## config.mk

```make
export PLATFORM = sky130hd
export DESIGN_NAME = td4_prog_mem
export DESIGN_NICKNAME = d
export VERILOG_FILES = /design/src/rtl/td4_pkg.sv /design/src/rtl/pin_sync_edge.sv /design/src/rtl/td4_prog_mem.sv
export SDC_FILE = /design/constraint.sdc
export NUM_CORES = 1
export LEC_CHECK = 0
export ABC_AREA = 1
export CAP_MARGIN = 40
export CORE_MARGIN = 3
export CORE_UTILIZATION = 30
export CTS_BUF_LIST = sky130_fd_sc_hd__clkbuf_4 sky130_fd_sc_hd__clkbuf_8
export DETAILED_ROUTE_END_ITERATION = 16
export PLACE_DENSITY_LB_ADDON = 0.12
export SLEW_MARGIN = 5
export SYNTH_ARGS = -nofsm -noshare
export SYNTH_HDL_FRONTEND = slang
export SYNTH_SLANG_ARGS = --single-unit
```

## constraint.sdc

```tcl
create_clock -name clk -period 5.84 [get_ports clk]
set_clock_uncertainty 0.1 [all_clocks]
set_input_delay 1.46 -clock clk [delete_from_list [all_inputs] [get_ports clk]]
set_output_delay 1.46 -clock clk [all_outputs]
set_load 0.005 [all_outputs]
```

## src/rtl/td4_pkg.sv

```systemverilog
// Shared constants and state encoding for the TD4 program memory.
package td4_pkg;

    localparam int unsigned WORDS = 16;
    localparam int unsigned AW    = 4;
    localparam int unsigned DW    = 8;

    typedef enum logic [1:0] {
        ST_RUN  = 2'd0,
        ST_LOAD = 2'd1,
        ST_DONE = 2'd2
    } state_t;

endpackage

```

## src/rtl/pin_sync_edge.sv

```systemverilog
// Two-flop synchroniser for an asynchronous pin, followed by a rising-edge
// detector producing a one-cycle strobe.
module pin_sync_edge (
    input  logic i_clk,
    input  logic i_rst,
    input  logic i_pin,
    output logic o_rise
);

    logic r_s1;
    logic r_s2;
    logic r_s3;

    always_ff @(posedge i_clk) begin
        if (!i_rst) begin
            r_s1 <= 1'b0;
            r_s2 <= 1'b0;
            r_s3 <= 1'b0;
        end else begin
            r_s1 <= i_pin;
            r_s2 <= r_s1;
            r_s3 <= r_s2;
        end
    end

    assign o_rise = r_s2 & ~r_s3;

endmodule

```

## src/rtl/td4_prog_mem.sv

```systemverilog
// Writable 16x8 TD4 program memory with bit-serial loader; holds the CPU in
// reset while a program is being shifted in.
module td4_prog_mem
    import td4_pkg::*;
(
    input  logic          clk,
    input  logic          rst,
    input  logic [AW-1:0] addres,
    output logic [DW-1:0] data,
    input  logic          prog_en,
    input  logic          prog_sclk,
    input  logic          prog_sdi,
    output logic          cpu_rst,
    output logic          busy,
    output logic [AW-1:0] wptr
);

    state_t        r_state;
    state_t        w_next;
    logic [DW-1:0] r_mem [WORDS];
    logic [AW-1:0] r_wptr;
    logic [2:0]    r_cnt;
    logic [DW-2:0] r_sr;
    logic          r_en_s1;
    logic          r_en_s2;
    logic          r_sdi_d1;
    logic          r_sdi_d2;
    logic          r_rst_done;
    logic          w_bit_stb;
    logic          w_last_bit;
    logic          w_cpu_rst;
    logic          w_busy;
    logic          w_rd_en;

    pin_sync_edge u_sclk_sync (
        .i_clk  (clk),
        .i_rst  (rst),
        .i_pin  (prog_sclk),
        .o_rise (w_bit_stb)
    );

    // sdi delayed by the same two stages as sclk so the strobe samples the matching bit
    always_ff @(posedge clk) begin
        if (!rst) begin
            r_en_s1    <= 1'b0;
            r_en_s2    <= 1'b0;
            r_sdi_d1   <= 1'b0;
            r_sdi_d2   <= 1'b0;
            r_rst_done <= 1'b0;
        end else begin
            r_en_s1    <= prog_en;
            r_en_s2    <= r_en_s1;
            r_sdi_d1   <= prog_sdi;
            r_sdi_d2   <= r_sdi_d1;
            r_rst_done <= 1'b1;
        end
    end

    assign w_last_bit = w_bit_stb && (r_cnt == 3'd7);

    always_ff @(posedge clk) begin
        if (!rst) begin
            r_state <= ST_RUN;
        end else begin
            r_state <= w_next;
        end
    end

    always_comb begin
        w_next = r_state;
        case (r_state)
            ST_RUN: begin
                if (r_en_s2) w_next = ST_LOAD;
            end
            ST_LOAD: begin
                if (!r_en_s2)
                    w_next = ST_RUN;
                else if (w_last_bit && (r_wptr == 4'd15))
                    w_next = ST_DONE;
            end
            ST_DONE: begin
                if (!r_en_s2) w_next = ST_RUN;
            end
            default: w_next = ST_RUN;
        endcase
    end

    always_comb begin
        w_cpu_rst = 1'b0;
        w_busy    = 1'b0;
        w_rd_en   = 1'b0;
        case (r_state)
            ST_RUN: begin
                w_cpu_rst = r_rst_done;
                w_rd_en   = 1'b1;
            end
            ST_LOAD: begin
                w_busy = 1'b1;
            end
            ST_DONE: begin
                w_rd_en = 1'b1;
            end
            default: begin
                w_cpu_rst = 1'b0;
            end
        endcase
    end

    // An abort (prog_en low) takes priority over a coincident bit strobe
    always_ff @(posedge clk) begin
        if (!rst) begin
            for (int unsigned i = 0; i < WORDS; i++) begin
                r_mem[AW'(i)] <= '0;
            end
            r_wptr <= '0;
            r_cnt  <= '0;
            r_sr   <= '0;
        end else begin
            case (r_state)
                ST_RUN: begin
                    if (r_en_s2) begin
                        r_wptr <= '0;
                        r_cnt  <= '0;
                        r_sr   <= '0;
                    end
                end
                ST_LOAD: begin
                    if (r_en_s2 && w_bit_stb) begin
                        r_sr  <= {r_sr[DW-3:0], r_sdi_d2};
                        r_cnt <= r_cnt + 3'd1;
                        if (w_last_bit) begin
                            r_mem[r_wptr] <= {r_sr, r_sdi_d2};
                            r_wptr        <= r_wptr + 4'd1;
                        end
                    end
                end
                default: begin
                    r_cnt <= r_cnt;
                end
            endcase
        end
    end

    assign data    = w_rd_en ? r_mem[addres] : '0;
    assign cpu_rst = w_cpu_rst;
    assign busy    = w_busy;
    assign wptr    = r_wptr;

endmodule

```

==> out/qor.csv <==
stage;metric;value;unit
drt;vias_per_cell;4.52;
placed_design;dp_hpwl;13800;um
critical_path;reg2reg_slack;3.10;ns
die;die_area;25700;um2
drt;topRoutingLayerUsed;met4;
power;p_sw;601;uW
sta;grt_setup_unrepaired;false;
drt;first_iter_violations;351;
die;dieHeight;160;um
clock_tree;clkTransAtPathRegs;0.10;ns
clock_tree;tritoncts;built;
sta;fin_crit;5.10;ns
power;ir_drop;0.140;mV
critical_path;r2r_cells;6;
critical_path;cp-end-kind;primary output;
synth;yosys.area.top_type;edfxtp_1;
clock_tree;clk_latency;0.46;ns
sta;fin_setup_tns;0;ns
sta;hold_violations;0;
sta;fmax;196;MHz
synth;ys_seq_area_share;60.6;%
sta;period_share;87.3;%
clock_tree;cts_buffers;17;
power;comb_power_share;8.7;%
drt;met3_length;895;um
synth;synth_nets;829;
clock_tree;cts-htree-levels;4;
final_layout;multi_input_area;2280;um2
clock_tree;clock-sinks;152;
critical_path;critPathKind;input port to primary output;
clock_tree;hold_buffers;0;
die;pin_count;23;
grt;grt_pass1_vias;5026;
clock_tree;clockRootBuffer;clkbuf_8;
synth;synth-seq-cells;152;
sta;max-slew-margin-rel;45.2;%
sta;maxSlewViolCount;0;
clock_tree;cts_buffer_depth;2;
drt;wl_per_cell;17.6;um
outcome;outcome;completed;
final_layout;drive_gt1_share;8.20;%
die;core;23000;um2
worst_hold_path;holdPathStages;2;
synth;synth.area.top_cells;edfxtp_1 54%, nand2_1 12%, nor2_1 7.7%;
power;p_total;2.22;mW
synth;syn_area;7130;um2
synth;avgSynthCellArea;8.76;um2
critical_path;cpMostUsedCell;nand3_1;
final_layout;area_growth;14.1;%
final_layout;fillers;2459;
synth;yosys_warnings;0;
synth;synth_cells;814;
power;p_int;1.62;mW
run;max_cap_violations;0;
grt;grt_remaining_overflow;0;
grt;grt_antenna_before_repair;0;
power;power_frac_clock;36.3;%
critical_path;cp_data_arrival_time;3.54;ns
critical_path;r2r_end;r_mem[4][6];
drt;vias;5216;
die;initial_utilization;31.0;%
drt;drt-total-wl;20300;um
sta;setup_viol;0;
synth;yosysUniqueCellTypes;21;
power;p_leak;3.29;nW
drt;drc;0;
worst_hold_path;hold_end;u_sclk_sync.r_s2;
synth;yosysTopAreaCellShare;53.9;%
final_layout;mostFrequentLayoutCell;nand2_1;
critical_path;cp-start-kind;input port;
grt;track_usage;16.0;%
placed_design;gp_congestion;0.824;
drt;drt_first_pass_iters;5;
final_layout;fin_util;35.4;%
worst_hold_path;min_from;u_sclk_sync.r_s1;
power;pwr-share-seq;54.9;%
power;power_per_cell_area;273;nW/um2
critical_path;worstPathMaxFanout;24;
critical_path;cp_data_required_time;4.28;ns
drt;met1_length;9690;um
worst_hold_path;hp-class;flop to flop;
sta;tightest_slew;0.822;ns
grt;grt_pass1_wl;30700;um
clock_tree;post_cts_buffers;0;
final_layout;fin_nets;843;
drt;wl_met2;9410;um
clock_tree;cts_resized;0;
final_layout;ff_latch_area;4320;um2
critical_path;r2r_start;r_state[0];
die;rows;55;
placed_design;place.port_buffers;22;
critical_path;critPathMaxStageDelay;0.67;ns
drt;antenna_left;0;
power;switching_share;27.0;%
critical_path;crit_path_cell_trace;clkdlybuf4s50_1 -> buf_4 -> nand3_1 -> nand3_1 -> nand3_1 -> a21oi_1 -> clkdlybuf4s50_1;
final_layout;final_cell_mix;225 x nand2_1, 147 x nor2_1, 128 x edfxtp_1, 97 x inv_1, 85 x nand3_1;
final_layout;n_antenna_cell;0;
die;die_w;160;um
grt;grt_max_degree;65;
critical_path;crit_path_top_delay_cell;clkdlybuf4s50_1;
-- through the flow --
stage | instance area (um2) | hold WS [ns] | cells | setup slack [ns]
2_1_floorplan | 7130 | 0.290 | 814 | 1.94
3_3_place_gp | 7650 | 0.302 | 1118 | 0.752
3_5_place_dp | 7750 | 0.300 | 1122 | 0.737
4_1_cts | 8140 | 0.324 | 1154 | 0.724
5_1_grt | 8140 | 0.350 | 1154 | 0.604
6_report | 8140 | 0.321 | 1154 | 0.740
-- Yosys cell counts --
cell type	n
nand2_1	225
a41oi_1	1
nor3b_1	1
inv_1	97
nor2_1	147
dfxtp_1	24
o211a_1	1
ha_1	6
nor2_4	5
clkinv_1	1
a21oi_1	20
buf_1	2
buf_2	7
nand2_2	16
o21ai_0	13
inv_2	2
edfxtp_1	128
clkbuf_1	30
nor3_1	2
nand3_1	85
nand4_4	1
-- cells by family (layout without fill, tap and decap cells) --
logic type      Yosys count  in the layout  share of synthesized area (%)
fa+ha+maj                 6              6                           1.05
flops                   152            152                           60.6
buf+inv                 139            166                           7.44
simple gates            482            482                           28.3
compound gates           35             35                           2.58
-- worst max-delay path by stage --
stage | from | end | slack, ns | depth (start not counted)
6_report | addres[1] | data[1] | 0.74 | 7
5_1_grt | addres[1] | data[0] | 0.60 | 8
4_1_cts | addres[1] | data[5] | 0.72 | 7
3_5_place_dp | addres[1] | data[5] | 0.74 | 7
3_3_place_gp | addres[1] | data[5] | 0.75 | 7
2_1_floorplan | addres[1] | data[0] | 1.94 | 7
-- routing by layer --
metal	GRT usage [%]	vias up
li1	-	2610
met2	25.1	121
met5	0	-
met3	2.98	20
met4	4.62	0
met1	22.6	2465
-- area by class of cell --
cell class	count	area share [%]
Sequential cell	152	53.1
Clock buffer	18	2.97
Tap cell	313	4.81
Timing Repair Buffer	34	4.74
Inverter	100	4.61
Multi-Input combinational cell	523	28.0
Clock inverter	14	1.77
-- power groups by stage --
stage                     clock network [mW]  registers, mW  logic (mW)
after global placement                     0           1.25       0.194
after detailed placement                   0           1.25       0.198
after floorplan                            0           1.24       0.113
after CTS                              0.823           1.22       0.199
after global routing                   0.858           1.23       0.216
final                                  0.807           1.22       0.195
-- critical path, delay by kind of cell --
kind,cells,cell delay (ns)
buffers and inverters,3,1.53
AOI/OAI and AO/OA,1,0.20
and+or+nand+nor,3,0.34
-- sequential cells by signal, indices dropped and copies added (netlist names), 2 cells and up --
name	cells
wptr	4
r_state	2
r_mem	128
r_cnt	3
r_sr	7
(Power assumes the default switching activity.)
